File: src/rtl/ariele_rr_arbiter_if.sv
// Bus bundle for ariele_rr_arbiter: four request/response masters and one shared slave channel.
// Modport master is the arbiter's view (it masters the shared slave); slave is the environment's view.
interface ariele_rr_arbiter_if #(
    parameter int DATA_W = 32
);
    logic              m0_req_i, m1_req_i, m2_req_i, m3_req_i;
    logic              m0_ack_o, m1_ack_o, m2_ack_o, m3_ack_o;
    logic [DATA_W-1:0] m0_addr_bi, m1_addr_bi, m2_addr_bi, m3_addr_bi;
    logic              m0_we_i, m1_we_i, m2_we_i, m3_we_i;
    logic [DATA_W-1:0] m0_wdata_bi, m1_wdata_bi, m2_wdata_bi, m3_wdata_bi;
    logic              m0_resp_o, m1_resp_o, m2_resp_o, m3_resp_o;
    logic [DATA_W-1:0] m0_rdata_bo, m1_rdata_bo, m2_rdata_bo, m3_rdata_bo;
    logic              s_req_o, s_ack_i, s_we_o, s_resp_i, err_o;
    logic [DATA_W-1:0] s_addr_bo, s_wdata_bo, s_rdata_bi;

    modport master (
        input  m0_req_i, m1_req_i, m2_req_i, m3_req_i,
        input  m0_addr_bi, m1_addr_bi, m2_addr_bi, m3_addr_bi,
        input  m0_we_i, m1_we_i, m2_we_i, m3_we_i,
        input  m0_wdata_bi, m1_wdata_bi, m2_wdata_bi, m3_wdata_bi,
        output m0_ack_o, m1_ack_o, m2_ack_o, m3_ack_o,
        output m0_resp_o, m1_resp_o, m2_resp_o, m3_resp_o,
        output m0_rdata_bo, m1_rdata_bo, m2_rdata_bo, m3_rdata_bo,
        output s_req_o, s_addr_bo, s_we_o, s_wdata_bo, err_o,
        input  s_ack_i, s_resp_i, s_rdata_bi
    );

    modport slave (
        output m0_req_i, m1_req_i, m2_req_i, m3_req_i,
        output m0_addr_bi, m1_addr_bi, m2_addr_bi, m3_addr_bi,
        output m0_we_i, m1_we_i, m2_we_i, m3_we_i,
        output m0_wdata_bi, m1_wdata_bi, m2_wdata_bi, m3_wdata_bi,
        input  m0_ack_o, m1_ack_o, m2_ack_o, m3_ack_o,
        input  m0_resp_o, m1_resp_o, m2_resp_o, m3_resp_o,
        input  m0_rdata_bo, m1_rdata_bo, m2_rdata_bo, m3_rdata_bo,
        input  s_req_o, s_addr_bo, s_we_o, s_wdata_bo, err_o,
        output s_ack_i, s_resp_i, s_rdata_bi
    );
endinterface

File: src/rtl/ariele_rr_arbiter.sv
// Four-master arbiter onto one slave, with an ID FIFO routing in-order read responses back.
// Macro ARIELE_ARB_RR_EN selects round-robin arbitration; otherwise fixed priority m0>m1>m2>m3.
module ariele_rr_arbiter #(
    parameter int RDFIFO_DEPTH = 4
) (
    input  logic              clk_i,
    input  logic              rst_i,
    ariele_rr_arbiter_if.master bus
);
    localparam int PTR_W = (RDFIFO_DEPTH > 1) ? $clog2(RDFIFO_DEPTH) : 1;
    localparam int CNT_W = PTR_W + 1;

    typedef enum logic {IDLE, GRANT} state_t;

    // Returns {found, index}: first eligible master at or after start, wrapping.
    function automatic logic [2:0] pick(input logic [3:0] elig, input logic [1:0] start);
        logic [2:0] r;
        logic [1:0] idx;
        r = 3'b000;
        for (int k = 3; k >= 0; k--) begin
            idx = start + 2'(k);
            if (elig[idx]) r = {1'b1, idx};
        end
        return r;
    endfunction

    logic [3:0]  req, we, elig, ack, resp;
    logic [31:0] addr [4];
    logic [31:0] wdata [4];

    assign req = {bus.m3_req_i, bus.m2_req_i, bus.m1_req_i, bus.m0_req_i};
    assign we  = {bus.m3_we_i, bus.m2_we_i, bus.m1_we_i, bus.m0_we_i};
    assign addr[0]  = bus.m0_addr_bi;
    assign addr[1]  = bus.m1_addr_bi;
    assign addr[2]  = bus.m2_addr_bi;
    assign addr[3]  = bus.m3_addr_bi;
    assign wdata[0] = bus.m0_wdata_bi;
    assign wdata[1] = bus.m1_wdata_bi;
    assign wdata[2] = bus.m2_wdata_bi;
    assign wdata[3] = bus.m3_wdata_bi;

    state_t           state_q, state_d;
    logic [1:0]       gnt_q, gnt_d, start;
    logic [2:0]       arb;
    logic             s_req, hs, push, pop, full_arb;
    logic [1:0]       mem [RDFIFO_DEPTH];
    logic [PTR_W-1:0] wp_q, rp_q;
    logic [CNT_W-1:0] cnt_q, cnt_nxt;
    logic             err_q;

    assign s_req   = (state_q == GRANT) && req[gnt_q];
    assign hs      = s_req && bus.s_ack_i;
    assign push    = hs && !we[gnt_q];
    assign pop     = bus.s_resp_i && (cnt_q != '0);
    assign cnt_nxt = cnt_q + CNT_W'(push) - CNT_W'(pop);

    // On a handshake the arbitration must see the FIFO as it will be after this read's push,
    // otherwise a read could be granted into a full FIFO.
    assign full_arb = hs ? (cnt_nxt == CNT_W'(RDFIFO_DEPTH)) : (cnt_q == CNT_W'(RDFIFO_DEPTH));
    assign elig     = req & (we | {4{!full_arb}});

`ifdef ARIELE_ARB_RR_EN
    logic [1:0] ptr_q;
    assign start = hs ? gnt_q + 2'd1 : ptr_q;

    always_ff @(posedge clk_i) begin
        if (rst_i)   ptr_q <= 2'd0;
        else if (hs) ptr_q <= gnt_q + 2'd1;
    end
`else
    assign start = 2'd0;
`endif

    always_ff @(posedge clk_i) begin
        if (rst_i) begin
            state_q <= IDLE;
            gnt_q   <= 2'd0;
        end else begin
            state_q <= state_d;
            gnt_q   <= gnt_d;
        end
    end

    // A granted master that drops its request is released so it cannot stall the others.
    always_comb begin
        state_d = state_q;
        gnt_d   = gnt_q;
        arb     = pick(elig, start);
        if (state_q == IDLE || hs || !req[gnt_q]) begin
            if (arb[2]) begin
                state_d = GRANT;
                gnt_d   = arb[1:0];
            end else begin
                state_d = IDLE;
            end
        end
    end

    always_comb begin
        ack  = 4'b0000;
        resp = 4'b0000;
        if (hs)  ack[gnt_q] = 1'b1;
        if (pop) resp[mem[rp_q]] = 1'b1;
    end

    always_ff @(posedge clk_i) begin
        if (rst_i) begin
            wp_q  <= '0;
            rp_q  <= '0;
            cnt_q <= '0;
            err_q <= 1'b0;
        end else begin
            if (push) wp_q <= wp_q + PTR_W'(1);
            if (pop)  rp_q <= rp_q + PTR_W'(1);
            cnt_q <= cnt_nxt;
            if (bus.s_resp_i && cnt_q == '0) err_q <= 1'b1;
        end
    end

    always_ff @(posedge clk_i) begin
        if (push) mem[wp_q] <= gnt_q;
    end

    assign bus.s_req_o    = s_req;
    assign bus.s_addr_bo  = addr[gnt_q];
    assign bus.s_we_o     = we[gnt_q];
    assign bus.s_wdata_bo = wdata[gnt_q];
    assign bus.err_o      = err_q;
    assign bus.m0_ack_o   = ack[0];
    assign bus.m1_ack_o   = ack[1];
    assign bus.m2_ack_o   = ack[2];
    assign bus.m3_ack_o   = ack[3];
    assign bus.m0_resp_o  = resp[0];
    assign bus.m1_resp_o  = resp[1];
    assign bus.m2_resp_o  = resp[2];
    assign bus.m3_resp_o  = resp[3];
    assign bus.m0_rdata_bo = bus.s_rdata_bi;
    assign bus.m1_rdata_bo = bus.s_rdata_bi;
    assign bus.m2_rdata_bo = bus.s_rdata_bi;
    assign bus.m3_rdata_bo = bus.s_rdata_bi;
endmodule

File: src/flat_wrapper.sv
// flat-port wrapper written by rule: the top's interface ports become plain ports
module ariele_rr_arbiter_flat 
#(
    parameter int RDFIFO_DEPTH = 4
)
  (clk_i, rst_i, bus_m0_req_i, bus_m1_req_i, bus_m2_req_i, bus_m3_req_i, bus_m0_addr_bi, bus_m1_addr_bi, bus_m2_addr_bi, bus_m3_addr_bi, bus_m0_we_i, bus_m1_we_i, bus_m2_we_i, bus_m3_we_i, bus_m0_wdata_bi, bus_m1_wdata_bi, bus_m2_wdata_bi, bus_m3_wdata_bi, bus_m0_ack_o, bus_m1_ack_o, bus_m2_ack_o, bus_m3_ack_o, bus_m0_resp_o, bus_m1_resp_o, bus_m2_resp_o, bus_m3_resp_o, bus_m0_rdata_bo, bus_m1_rdata_bo, bus_m2_rdata_bo, bus_m3_rdata_bo, bus_s_req_o, bus_s_addr_bo, bus_s_we_o, bus_s_wdata_bo, bus_err_o, bus_s_ack_i, bus_s_resp_i, bus_s_rdata_bi);
  ariele_rr_arbiter_if bus_i ();
  input  logic clk_i;
  input  logic rst_i;
  input wire logic [$bits(bus_i.m0_req_i)-1:0] bus_m0_req_i;
  input wire logic [$bits(bus_i.m1_req_i)-1:0] bus_m1_req_i;
  input wire logic [$bits(bus_i.m2_req_i)-1:0] bus_m2_req_i;
  input wire logic [$bits(bus_i.m3_req_i)-1:0] bus_m3_req_i;
  input wire logic [$bits(bus_i.m0_addr_bi)-1:0] bus_m0_addr_bi;
  input wire logic [$bits(bus_i.m1_addr_bi)-1:0] bus_m1_addr_bi;
  input wire logic [$bits(bus_i.m2_addr_bi)-1:0] bus_m2_addr_bi;
  input wire logic [$bits(bus_i.m3_addr_bi)-1:0] bus_m3_addr_bi;
  input wire logic [$bits(bus_i.m0_we_i)-1:0] bus_m0_we_i;
  input wire logic [$bits(bus_i.m1_we_i)-1:0] bus_m1_we_i;
  input wire logic [$bits(bus_i.m2_we_i)-1:0] bus_m2_we_i;
  input wire logic [$bits(bus_i.m3_we_i)-1:0] bus_m3_we_i;
  input wire logic [$bits(bus_i.m0_wdata_bi)-1:0] bus_m0_wdata_bi;
  input wire logic [$bits(bus_i.m1_wdata_bi)-1:0] bus_m1_wdata_bi;
  input wire logic [$bits(bus_i.m2_wdata_bi)-1:0] bus_m2_wdata_bi;
  input wire logic [$bits(bus_i.m3_wdata_bi)-1:0] bus_m3_wdata_bi;
  output wire logic [$bits(bus_i.m0_ack_o)-1:0] bus_m0_ack_o;
  output wire logic [$bits(bus_i.m1_ack_o)-1:0] bus_m1_ack_o;
  output wire logic [$bits(bus_i.m2_ack_o)-1:0] bus_m2_ack_o;
  output wire logic [$bits(bus_i.m3_ack_o)-1:0] bus_m3_ack_o;
  output wire logic [$bits(bus_i.m0_resp_o)-1:0] bus_m0_resp_o;
  output wire logic [$bits(bus_i.m1_resp_o)-1:0] bus_m1_resp_o;
  output wire logic [$bits(bus_i.m2_resp_o)-1:0] bus_m2_resp_o;
  output wire logic [$bits(bus_i.m3_resp_o)-1:0] bus_m3_resp_o;
  output wire logic [$bits(bus_i.m0_rdata_bo)-1:0] bus_m0_rdata_bo;
  output wire logic [$bits(bus_i.m1_rdata_bo)-1:0] bus_m1_rdata_bo;
  output wire logic [$bits(bus_i.m2_rdata_bo)-1:0] bus_m2_rdata_bo;
  output wire logic [$bits(bus_i.m3_rdata_bo)-1:0] bus_m3_rdata_bo;
  output wire logic [$bits(bus_i.s_req_o)-1:0] bus_s_req_o;
  output wire logic [$bits(bus_i.s_addr_bo)-1:0] bus_s_addr_bo;
  output wire logic [$bits(bus_i.s_we_o)-1:0] bus_s_we_o;
  output wire logic [$bits(bus_i.s_wdata_bo)-1:0] bus_s_wdata_bo;
  output wire logic [$bits(bus_i.err_o)-1:0] bus_err_o;
  input wire logic [$bits(bus_i.s_ack_i)-1:0] bus_s_ack_i;
  input wire logic [$bits(bus_i.s_resp_i)-1:0] bus_s_resp_i;
  input wire logic [$bits(bus_i.s_rdata_bi)-1:0] bus_s_rdata_bi;
  assign bus_i.m0_req_i = bus_m0_req_i;
  assign bus_i.m1_req_i = bus_m1_req_i;
  assign bus_i.m2_req_i = bus_m2_req_i;
  assign bus_i.m3_req_i = bus_m3_req_i;
  assign bus_i.m0_addr_bi = bus_m0_addr_bi;
  assign bus_i.m1_addr_bi = bus_m1_addr_bi;
  assign bus_i.m2_addr_bi = bus_m2_addr_bi;
  assign bus_i.m3_addr_bi = bus_m3_addr_bi;
  assign bus_i.m0_we_i = bus_m0_we_i;
  assign bus_i.m1_we_i = bus_m1_we_i;
  assign bus_i.m2_we_i = bus_m2_we_i;
  assign bus_i.m3_we_i = bus_m3_we_i;
  assign bus_i.m0_wdata_bi = bus_m0_wdata_bi;
  assign bus_i.m1_wdata_bi = bus_m1_wdata_bi;
  assign bus_i.m2_wdata_bi = bus_m2_wdata_bi;
  assign bus_i.m3_wdata_bi = bus_m3_wdata_bi;
  assign bus_m0_ack_o = bus_i.m0_ack_o;
  assign bus_m1_ack_o = bus_i.m1_ack_o;
  assign bus_m2_ack_o = bus_i.m2_ack_o;
  assign bus_m3_ack_o = bus_i.m3_ack_o;
  assign bus_m0_resp_o = bus_i.m0_resp_o;
  assign bus_m1_resp_o = bus_i.m1_resp_o;
  assign bus_m2_resp_o = bus_i.m2_resp_o;
  assign bus_m3_resp_o = bus_i.m3_resp_o;
  assign bus_m0_rdata_bo = bus_i.m0_rdata_bo;
  assign bus_m1_rdata_bo = bus_i.m1_rdata_bo;
  assign bus_m2_rdata_bo = bus_i.m2_rdata_bo;
  assign bus_m3_rdata_bo = bus_i.m3_rdata_bo;
  assign bus_s_req_o = bus_i.s_req_o;
  assign bus_s_addr_bo = bus_i.s_addr_bo;
  assign bus_s_we_o = bus_i.s_we_o;
  assign bus_s_wdata_bo = bus_i.s_wdata_bo;
  assign bus_err_o = bus_i.err_o;
  assign bus_i.s_ack_i = bus_s_ack_i;
  assign bus_i.s_resp_i = bus_s_resp_i;
  assign bus_i.s_rdata_bi = bus_s_rdata_bi;
  ariele_rr_arbiter #(.RDFIFO_DEPTH(RDFIFO_DEPTH)) u_core (.clk_i(clk_i), .rst_i(rst_i), .bus(bus_i));
endmodule
File: config.mk
export PLATFORM = sky130hd
export DESIGN_NAME = ariele_rr_arbiter_flat
export DESIGN_NICKNAME = d
export VERILOG_FILES = /design/src/rtl/ariele_rr_arbiter_if.sv /design/src/rtl/ariele_rr_arbiter.sv /design/src/flat_wrapper.sv
export SDC_FILE = /design/constraint.sdc
export NUM_CORES = 1
export LEC_CHECK = 0
export CORE_AREA = 8 8 188 190
export CTS_CLUSTER_SIZE = 40
export DETAILED_ROUTE_END_ITERATION = 6
export DIE_AREA = 0 0 196 198
export PLACE_DENSITY = 0.54
export RECOVER_POWER = 50
export SYNTH_ARGS = -nofsm -noshare
export SYNTH_HDL_FRONTEND = slang
export SYNTH_SLANG_ARGS = --single-unit
File: constraint.sdc
create_clock -name clk_i -period 5 [get_ports clk_i]
set_input_delay 1.5 -clock clk_i [delete_from_list [all_inputs] [get_ports clk_i]]
set_output_delay 1.5 -clock clk_i [all_outputs]
set_load 0.01 [all_outputs]
Word level (Yosys, flattened, before mapping)
Memory sizes are Yosys's and may differ from the RTL's. A register that Yosys moved wholly into a read port is not among the register bits.
Cells that the tools add are included.
- add/subtract/negate cells: 4
- order comparisons: 5
- eq/ne operators: 2
- multiplexer cells: 26
- bitwise logic cells: 4
- reduce and logical (&&, ||, !) cells: 15
- operators with widths (cell ; count):
    binary-select mux 32 bit (select 2 bit) ; 2
    two-way mux 32 bit ; 4
    two-way mux 3 bit ; 4
    two-way mux 1 bit ; 8
    two-way mux 4 bit ; 2
    logical AND 1 bit ; 7
    equality test 3 bit, second input constant ; 2
    less-than comparator 2 x 3 -> 1 bit, second input constant ; 2
    adder 2 x 1 -> 2 bit, second input constant ; 2
    AND 4 bit ; 1
    binary-select mux 1 bit (select 2 bit) ; 2
    demux 1 bit (select 2 bit) ; 2
    >= comparator 2 x 1 -> 1 bit, second input constant ; 2
    two-way mux 2 bit ; 2
    bitwise OR 4 bit ; 1
    adder 3 x 1 -> 3 bit ; 1
    >= comparator 3 bit, second input constant ; 1
    logical NOT 1 bit ; 3
    logical NOT 3 bit ; 1
    inverter 2 -> 3 bit ; 1
    nonzero test 3 bit ; 1
    subtractor 3 x 1 -> 3 bit ; 1
    logical OR 1 bit ; 2
    AND reduction 2 bit ; 1
    inverter 1 bit ; 1
- register bits after elaboration: 11
- bits in writable memories: 8
- bits of input ports: 300
- output and inout bits: 203
- word-level logic and storage cells: 63
- memories: 1
- memories (name ; depth ; bits a word ; rd ports ; clocked after memory_dff ; wr ports ; RTL line ; text):
    u_core.mem ; 4 ; 2 ; 1 ; 1 ; 1 ; ariele_rr_arbiter.sv:46 ; logic [1:0] mem [RDFIFO_DEPTH];

Logic depth before layout (Yosys ltp)
Gate-level depths: netlist of the first run.
- depth in word-level cells: 17
- mapped depth: 15
- gate-level depth less buffers: 14

Worst setup path after synthesis of the first run
No wires, ideal clock.
- path kind: input-to-reg
- start point: in bus_m3_we_i
- end point: reg u_core.gnt_q[0]
- library setup time: 0.072 ns
- arrival: 4.729 ns
- data required time: 4.928 ns
- path slack: 0.199 ns
- stages: 13
- path buffers: 0
- path through: mux4_2 nor2_1 inv_1 ha_1 inv_1 ha_1 fa_1 xor3_1 or3_4 mux2_4 o21a_4 o31ai_2 mux2i_1
- cells in the longest elaborated chain, start to end: 16
- RTL lines (item ; RTL line ; text):
    start, declared ; flat_wrapper.sv:21 ; input wire logic [$bits(bus_i.m3_we_i)-1:0] bus_m3_we_i;
    binary-select mux 1 bit (select 2 bit) ; ariele_rr_arbiter.sv:53 ; assign push = hs && !we[gnt_q];
    two-way mux 1 bit (not written as such) ; ariele_rr_arbiter.sv:53 ;
    logical NOT 1 bit ; ariele_rr_arbiter.sv:53 ;
    logical AND 1 bit ; ariele_rr_arbiter.sv:53 ;
    adder 3 x 1 -> 3 bit ; ariele_rr_arbiter.sv:55 ; assign cnt_nxt = cnt_q + CNT_W'(push) - CNT_W'(pop);
    subtractor 3 x 1 -> 3 bit ; ariele_rr_arbiter.sv:55 ;
    equality test 3 bit ; ariele_rr_arbiter.sv:59 ; assign full_arb = hs ? (cnt_nxt == CNT_W'(RDFIFO_DEPTH)) : (cnt_q == CNT_W'(RDFIFO_DEPTH));
    two-way mux 1 bit ; ariele_rr_arbiter.sv:59 ;
    logical NOT 1 bit ; ariele_rr_arbiter.sv:60 ; assign elig = req & (we | {4{!full_arb}});
    bitwise OR 4 bit (*) ; ariele_rr_arbiter.sv:60 ;
    AND 4 bit (*) ; ariele_rr_arbiter.sv:60 ;
    two-way mux 3 bit (3 in series) ; ariele_rr_arbiter.sv:22 ; if (elig[idx]) r = {1'b1, idx};
    two-way mux 3 bit (*) ; ariele_rr_arbiter.sv:22 ;
    AND reduction 2 bit (no line) ; - ;
    end signal, assigned ; ariele_rr_arbiter.sv:80 ; gnt_q <= gnt_d;
    end, declared ; ariele_rr_arbiter.sv:43 ; logic [1:0] gnt_q, gnt_d, start;
Every way passes the cells marked *; elsewhere a longest branch is shown, timed or not. The select of a mux whose other input is x is not followed.
A chain may end at the register's enable or synchronous reset.

Worst setup path in the final report of the first run
- start point: in bus_m0_we_i
- end point: reg u_core.gnt_q[0]
- cells in the longest elaborated chain, start to end: 16
- RTL lines (item ; RTL line ; text):
    start, declared ; flat_wrapper.sv:18 ; input wire logic [$bits(bus_i.m0_we_i)-1:0] bus_m0_we_i;
    binary-select mux 1 bit (select 2 bit) ; ariele_rr_arbiter.sv:53 ;
    two-way mux 1 bit (not written as such) ; ariele_rr_arbiter.sv:53 ;
    logical NOT 1 bit ; ariele_rr_arbiter.sv:53 ;
    logical AND 1 bit ; ariele_rr_arbiter.sv:53 ;
    adder 3 x 1 -> 3 bit ; ariele_rr_arbiter.sv:55 ;
    subtractor 3 x 1 -> 3 bit ; ariele_rr_arbiter.sv:55 ;
    equality test 3 bit ; ariele_rr_arbiter.sv:59 ;
    two-way mux 1 bit ; ariele_rr_arbiter.sv:59 ;
    logical NOT 1 bit ; ariele_rr_arbiter.sv:60 ;
    bitwise OR 4 bit (*) ; ariele_rr_arbiter.sv:60 ;
    AND 4 bit (*) ; ariele_rr_arbiter.sv:60 ;
    two-way mux 3 bit (3 in series) ; ariele_rr_arbiter.sv:22 ;
    two-way mux 3 bit (*) ; ariele_rr_arbiter.sv:22 ;
    AND reduction 2 bit (no line) ; - ;
Marks and branches as above.

==> impl_metrics.py, run 1 <==
metrics = {
    "logic_synthesis": {
        "synth.largest_area_cell": "mux4_2",
        "syn_area_um2": 3615,
        "synth.ff_latch_count": 21,
        "synthCells": 312,
        "synth_edf_count": 8,
        "async_reset_ff_frac": 0,
        "synth_fp_nets": 619,
        "ys_seq_area_frac": 0.1385,
        "netlist-cell-type-count": 38,
        "synth_area_leaders": "mux4_2 (42%), buf_4 (27%), dfxtp_1 (7.2%)",
        "synth_warnings": 0,
        "synth_ff_type": "dfxtp_1",
        "syn_avg_cell_area_um2": 11.59,
        "synth_top_cell_area_share": 0.4174,
    },
    "setup_path": {
        "cp-start-kind": "primary input",
        "critPathLaunch": "bus_m0_we_i",
        "required_ps": 5180,
        "arrival_ps": 5080,
        "criticalPathCategory": "primary input to flip-flop",
        "cp-end-kind": "flip-flop",
        "path_max_fanout": 4,
        "r2r-start": "u_core.gnt_q[0]",
    },
    "sta": {
        "fin_ws_ps": 102.1,
        "min_period_ps": 4898,
        "maxSlewViolCount": 0,
        "tightest_slew_ps": 709.2,
        "final-setup-viol-count": 0,
        "skew_ps": 4.759,
        "slew_headroom": 0.5272,
        "fmax_mhz": 204.2,
        "final.period_utilization": 0.9796,
        "finalHoldViolCount": 0,
        "tns_ps": 0,
    },
    "worst_hold_path": {
        "hp-class": "flip-flop to flip-flop",
        "hold_start": "u_core.bus.err_o",
    },
    "drt": {
        "drc": 0,
        "first_iter_violations": 154,
        "wl_um": 20280,
        "vias": 3394,
        "first_pass_iters": 4,
        "wl_per_cell_um": 21.62,
        "vias_per_cell": 3.618,
        "detail-route-antenna-nets": 0,
    },
    "power": {
        "vdd_drop_max_mv": 0.1652,
        "power.leakage_nw": 2.248,
        "design_power_total_mw": 1.526,
        "p_per_area_nw_per_um2": 225.0,
    },
    "cells_and_area": {
        "fillers": 3455,
        "syn_to_final_growth_pct": 87.68,
        "stdcell_count": 938,
        "n_antenna_cell": 0,
        "fin_nets": 838,
        "layout-drive-gt1-share": 0.1830,
    },
    "place": {
        "dp_hpwl_um": 17620,
        "dpl.cell_count": 933,
        "place_congestion": 0.8303,
        "preCtsSetupSlack_ps": -167.6,
        "port_buffers": 342,
    },
    "clock_tree": {
        "cts-htree-levels": 1,
        "cts_buffers": 3,
        "clockBufferDepth": 2,
        "cts_sinks": 21,
        "root_buffer": "clkbuf_16",
        "tritoncts": "done",
        "insertion_delay_ps": 250,
        "path_clk_slew_ps": 60,
    },
    "die": {
        "design.die.area_um2": 38810,
        "core_area_um2": 32210,
        "rows": 66,
        "io_pins": 503,
        "start_util": 0.1122,
        "fp.dieW_um": 196,
        "die_y_um": 198,
    },
    "job": {
        "drv_cap": 0,
    },
    "status": {
        "outcome": "complete, no violations",
    },
    "global_routing": {
        "overflow": 0,
        "grt_first_pass_wirelength_um": 27780,
        "grt_max_degree": 48,
        "antenna_found_initial": 0,
        "grt_usage": 0.09644,
        "grt_pass1_vias": 3714,
    },
}
area by class of cell:
cell class | count | area, um2 | area share
timing repair buffer | 359 | 3567 | 0.5258
multi-input combinational | 138 | 2092 | 0.3084
tap | 408 | 510.5 | 0.07525
sequential | 21 | 504.2 | 0.07433
clock buffer | 3 | 75.07 | 0.01107
inverter | 8 | 30.03 | 0.004426
clock inverter | 1 | 5.005 | 0.0007377
per-stage QoR:
stage | cell area, um2 | hold WS [ps] | util
after floorplan | 3615 | 454.8 | -
after global placement | 6660 | 462.5 | 0.2068
after detailed placement | 6660 | 466.9 | 0.2068
after CTS | 6740 | 483.4 | 0.2093
after global routing | 6784 | 494.1 | 0.2106
final | 6784 | 474.0 | 0.2106
worst max-delay path, cell delays in order:
cell and delay [ps]:
clkdlybuf4s50_1 420, mux4_2 500, nor2_2 120, inv_1 60, ha_1 270, inv_1 40
ha_1 210, fa_2 360, xor3_1 200, or3_4 420, mux2_4 310, o21a_4 230
o31ai_4 250, mux2i_1 200
cells by family after synthesis:
| group | after synthesis | share of synthesized area |
|---|---|---|
| xor+xnor | 4 | 0.01385 |
| flops | 21 | 0.1385 |
| buf+inv | 153 | 0.2928 |
| mux | 73 | 0.4354 |
| fa+ha+maj | 7 | 0.02631 |
| simple gates | 40 | 0.06023 |
| compound gates | 14 | 0.03288 |
flip-flops by register name, summed over array words and instances (netlist names), named ones only:
signal	flops
u_core.bus.err_o	1
u_core.cnt_q	3
u_core.gnt_q	2
u_core.mem	8
u_core.rp_q	2
u_core.state_q	1
u_core.wp_q	2
worst paths after layout:
path                                         end  slack, ps  depth (start not counted)
worst min-delay path            u_core.bus.err_o        470                          2
worst max register to register   u_core.gnt_q[0]        990                         13
worst min register to register  u_core.bus.err_o        470                          2
worst max-delay path             u_core.gnt_q[0]        100                         14
where the power goes:
group | switching, mW | internal, mW | total (mW) | leakage [nW]
Sequential | 0.0547 | 0.210 | 0.265 | 0.181
Combinational | 0.396 | 0.697 | 1.09 | 2.03
Clock | 0.0613 | 0.107 | 0.169 | 0.0409
Total | 0.512 | 1.01 | 1.53 | 2.25
per-layer routing:
layer | track usage | share of wire | vias up
met1 | 0.1131 | 0.38 | 1603
met3 | 0.04363 | 0.13 | 10
li1 | - | - | 1484
met2 | 0.1630 | 0.48 | 297
met4 | 0.01488 | 0.011 | 0
met5 | 0 | 0 | -
synth_stat cells, types with 2 or more instances:
master,n
buf_4,128
mux4_2,67
dfxtp_1,13
nor2_1,11
clkbuf_1,8
edfxtp_1,8
inv_1,8
buf_1,6
ha_1,6
mux2i_1,5
nand2_1,5
nor3_1,5
and2_1,4
buf_2,3
nand2b_1,3
nor3b_1,3
a21oi_1,2
nor2b_1,2
nor4b_1,2
o21a_1,2
o221ai_1,2
o311ai_1,2
xnor2_1,2
cell usage in the layout, fill, tap and decap left out, types with 2 or more instances in the layout:
master,instances
clkbuf_16,3
o21a_4,2
nand2_1,5
nor2b_1,2
nor4b_1,2
dfxtp_1,12
nor3b_1,3
nor3_1,5
clkdlybuf4s50_1,336
a21oi_1,2
xnor2_1,2
dlygate4sd3_1,3
and2_0,4
nand2b_1,3
mux4_2,67
mux2i_1,5
edfxtp_1,8
dlymetal6s2s_1,3
inv_1,8
buf_4,15
o221ai_1,2
ha_1,6
o311ai_2,2
nor2_1,10
what timing repair did:
| item | 4_1_cts | 5_1_grt |
|---|---|---|
| gates resized for setup | 0 | 9 |
| setup buffers | 0 | 1 |
| setup endpoints to repair | 0 | 2 |
| hold buffers | 0 | 0 |
Note: power is estimated with default switching activity, not from simulation.
==> run 2: changes to the inputs <==
- PLACE_DENSITY: 0.54 -> 0.47
==> impl_metrics.py, run 2 (synthesized netlist as in run 1, its figures left out) <==
metrics = {
    "setup_path": {
        "slowest_stage": "mux4_2",
        "path_max_fanout": 3,
        "arrival_ps": 5060,
        "required_ps": 5190,
        "cp_top_family": "multiplexers",
        "critical_path.cell_chain": "clkdlybuf4s50_1, mux4_2, nor2_4, inv_1, ha_1, inv_1, ha_1, fa_1, xor3_1, or3_4, mux2_4, o21a_4, o31ai_4, mux2i_1",
        "timing.critical_path.buf_inv": 3,
        "criticalPathCategory": "primary input to flip-flop",
        "slowest_delay_ps": 520,
        "cp-end-kind": "flip-flop",
        "cp-start-kind": "primary input",
    },
    "sta": {
        "tightest_slew_ps": 544.7,
        "skew_ps": 5.943,
        "whs_ps": 476.0,
        "fmax_mhz": 205.3,
        "finalHoldViolCount": 0,
        "maxSlewViolCount": 0,
        "fin_ws_ps": 128.0,
        "slew_headroom": 0.6369,
        "final.period_utilization": 0.9744,
        "rsz0062_at_grt": "false",
        "final-setup-viol-count": 0,
        "min_period_ps": 4872,
    },
    "clock_tree": {
        "cts_buffers": 3,
        "cts-htree-levels": 1,
        "path_clk_slew_ps": 60,
        "clockBufferDepth": 2,
        "hold_buffers": 0,
        "insertion_delay_ps": 250,
        "tritoncts": "done",
        "root_buffer": "clkbuf_16",
        "cts_sinks": 21,
    },
    "die": {
        "design.die.area_um2": 38810,
        "core_area_um2": 32210,
        "start_util": 0.1122,
        "rows": 66,
        "io_pins": 503,
        "die_y_um": 198,
        "fp.dieW_um": 196,
    },
    "cells_and_area": {
        "n_antenna_cell": 0,
        "reg.largest.list": "u_core.mem x8, u_core.cnt_q x3",
        "fin_nets": 841,
        "largest_reg_flops": 8,
        "final_util": 0.2112,
        "mostFrequentLayoutCell": "clkdlybuf4s50_1",
        "stdcell_count": 941,
        "syn_to_final_growth_pct": 88.20,
        "top_register": "u_core.mem",
        "layout-drive-gt1-share": 0.1820,
        "mostFrequentLayoutCells": "clkdlybuf4s50_1 (339), mux4_2 (67), buf_4 (16)",
    },
    "place": {
        "dp_hpwl_um": 18040,
        "place_congestion": 0.7826,
        "preCtsSetupSlack_ps": -177.6,
        "port_buffers": 342,
        "dpl.cell_count": 936,
    },
    "job": {
        "drv_cap": 0,
    },
    "drt": {
        "vias_per_cell": 3.587,
        "first_iter_violations": 96,
        "wl_um": 20720,
        "detail-route-antenna-nets": 0,
        "drc": 0,
        "first_pass_iters": 4,
        "wl_per_cell_um": 22.02,
        "vias": 3375,
    },
    "power": {
        "p_per_area_nw_per_um2": 223.7,
        "power.leakage_nw": 2.234,
        "design_power_total_mw": 1.522,
        "vdd_drop_max_mv": 0.1624,
    },
    "status": {
        "outcome": "complete, no violations",
    },
    "worst_hold_path": {
        "hp-class": "flip-flop to flip-flop",
    },
    "global_routing": {
        "grt_usage": 0.09881,
        "grt_max_degree": 44,
        "grt_first_pass_wirelength_um": 28740,
        "grt_pass1_vias": 3735,
        "overflow": 0,
        "antenna_found_initial": 2,
    },
}
-- run 2: power breakdown --
group / total (mW) / switching (mW) / internal [mW] / leakage, nW
combinational: 1.09 / 0.408 / 0.686 / 2.01
clock: 0.169 / 0.0618 / 0.107 / 0.0409
sequential: 0.258 / 0.0484 / 0.210 / 0.181
total: 1.52 / 0.518 / 1.00 / 2.23
-- run 2: worst register-to-register path: cells and delay by family, from the launching register on --
| family | cells | cell delay [ps] |
|---|---|---|
| AOI/OAI and AO/OA | 2 | 470 |
| adders and majority gates | 3 | 860 |
| buffers and inverters | 2 | 80 |
| xor gates and xnor gates | 1 | 210 |
| muxes | 3 | 1110 |
| and+or+nand+nor | 2 | 490 |
| DFF | 1 | 650 |
-- run 2: final timing paths --
check                           to        startpoint  cells after the start  slack (ps)
setup / recovery   u_core.gnt_q[0]       bus_m3_we_i                     14         130
hold / removal    u_core.bus.err_o  u_core.bus.err_o                      2         480
setup reg to reg   u_core.gnt_q[0]   u_core.gnt_q[0]                     13        1060
hold reg to reg   u_core.bus.err_o  u_core.bus.err_o                      2         480
-- run 2: through the flow --
| step | cell area [um2] | setup TNS [ps] |
|---|---|---|
| CTS | 6775 | 0 |
| floorplan | 3615 | 0 |
| finish | 6803 | 0 |
| detailed placement | 6695 | -246.0 |
| global placement | 6695 | -137.9 |
| global route | 6803 | 0 |
-- run 2: final cells by class --
class	instances	area, um2
fillers	3490	25400
well taps	408	510.5
clock inverters	1	5.005
inverters	8	30.03
multi-input cells	138	2087
repair buffers	362	3591
flip-flops and latches	21	504.2
clock buffers	3	75.07
-- run 2: what timing repair did --
action | in CTS | in global routing
resized for setup | 0 | 5
setup endpoints to repair | 0 | 2
endpoints found under the hold margin | 0 | 0
setup buffers | 0 | 1
-- run 2: metal layers --
metal  part of all wire  global-route usage  up-vias
met5            0.00077                   0        -
met4             0.0011            0.005334        4
met3              0.098             0.03905        6
met2               0.49              0.1679      263
met1               0.41              0.1221     1611
li1                   -                   -     1491
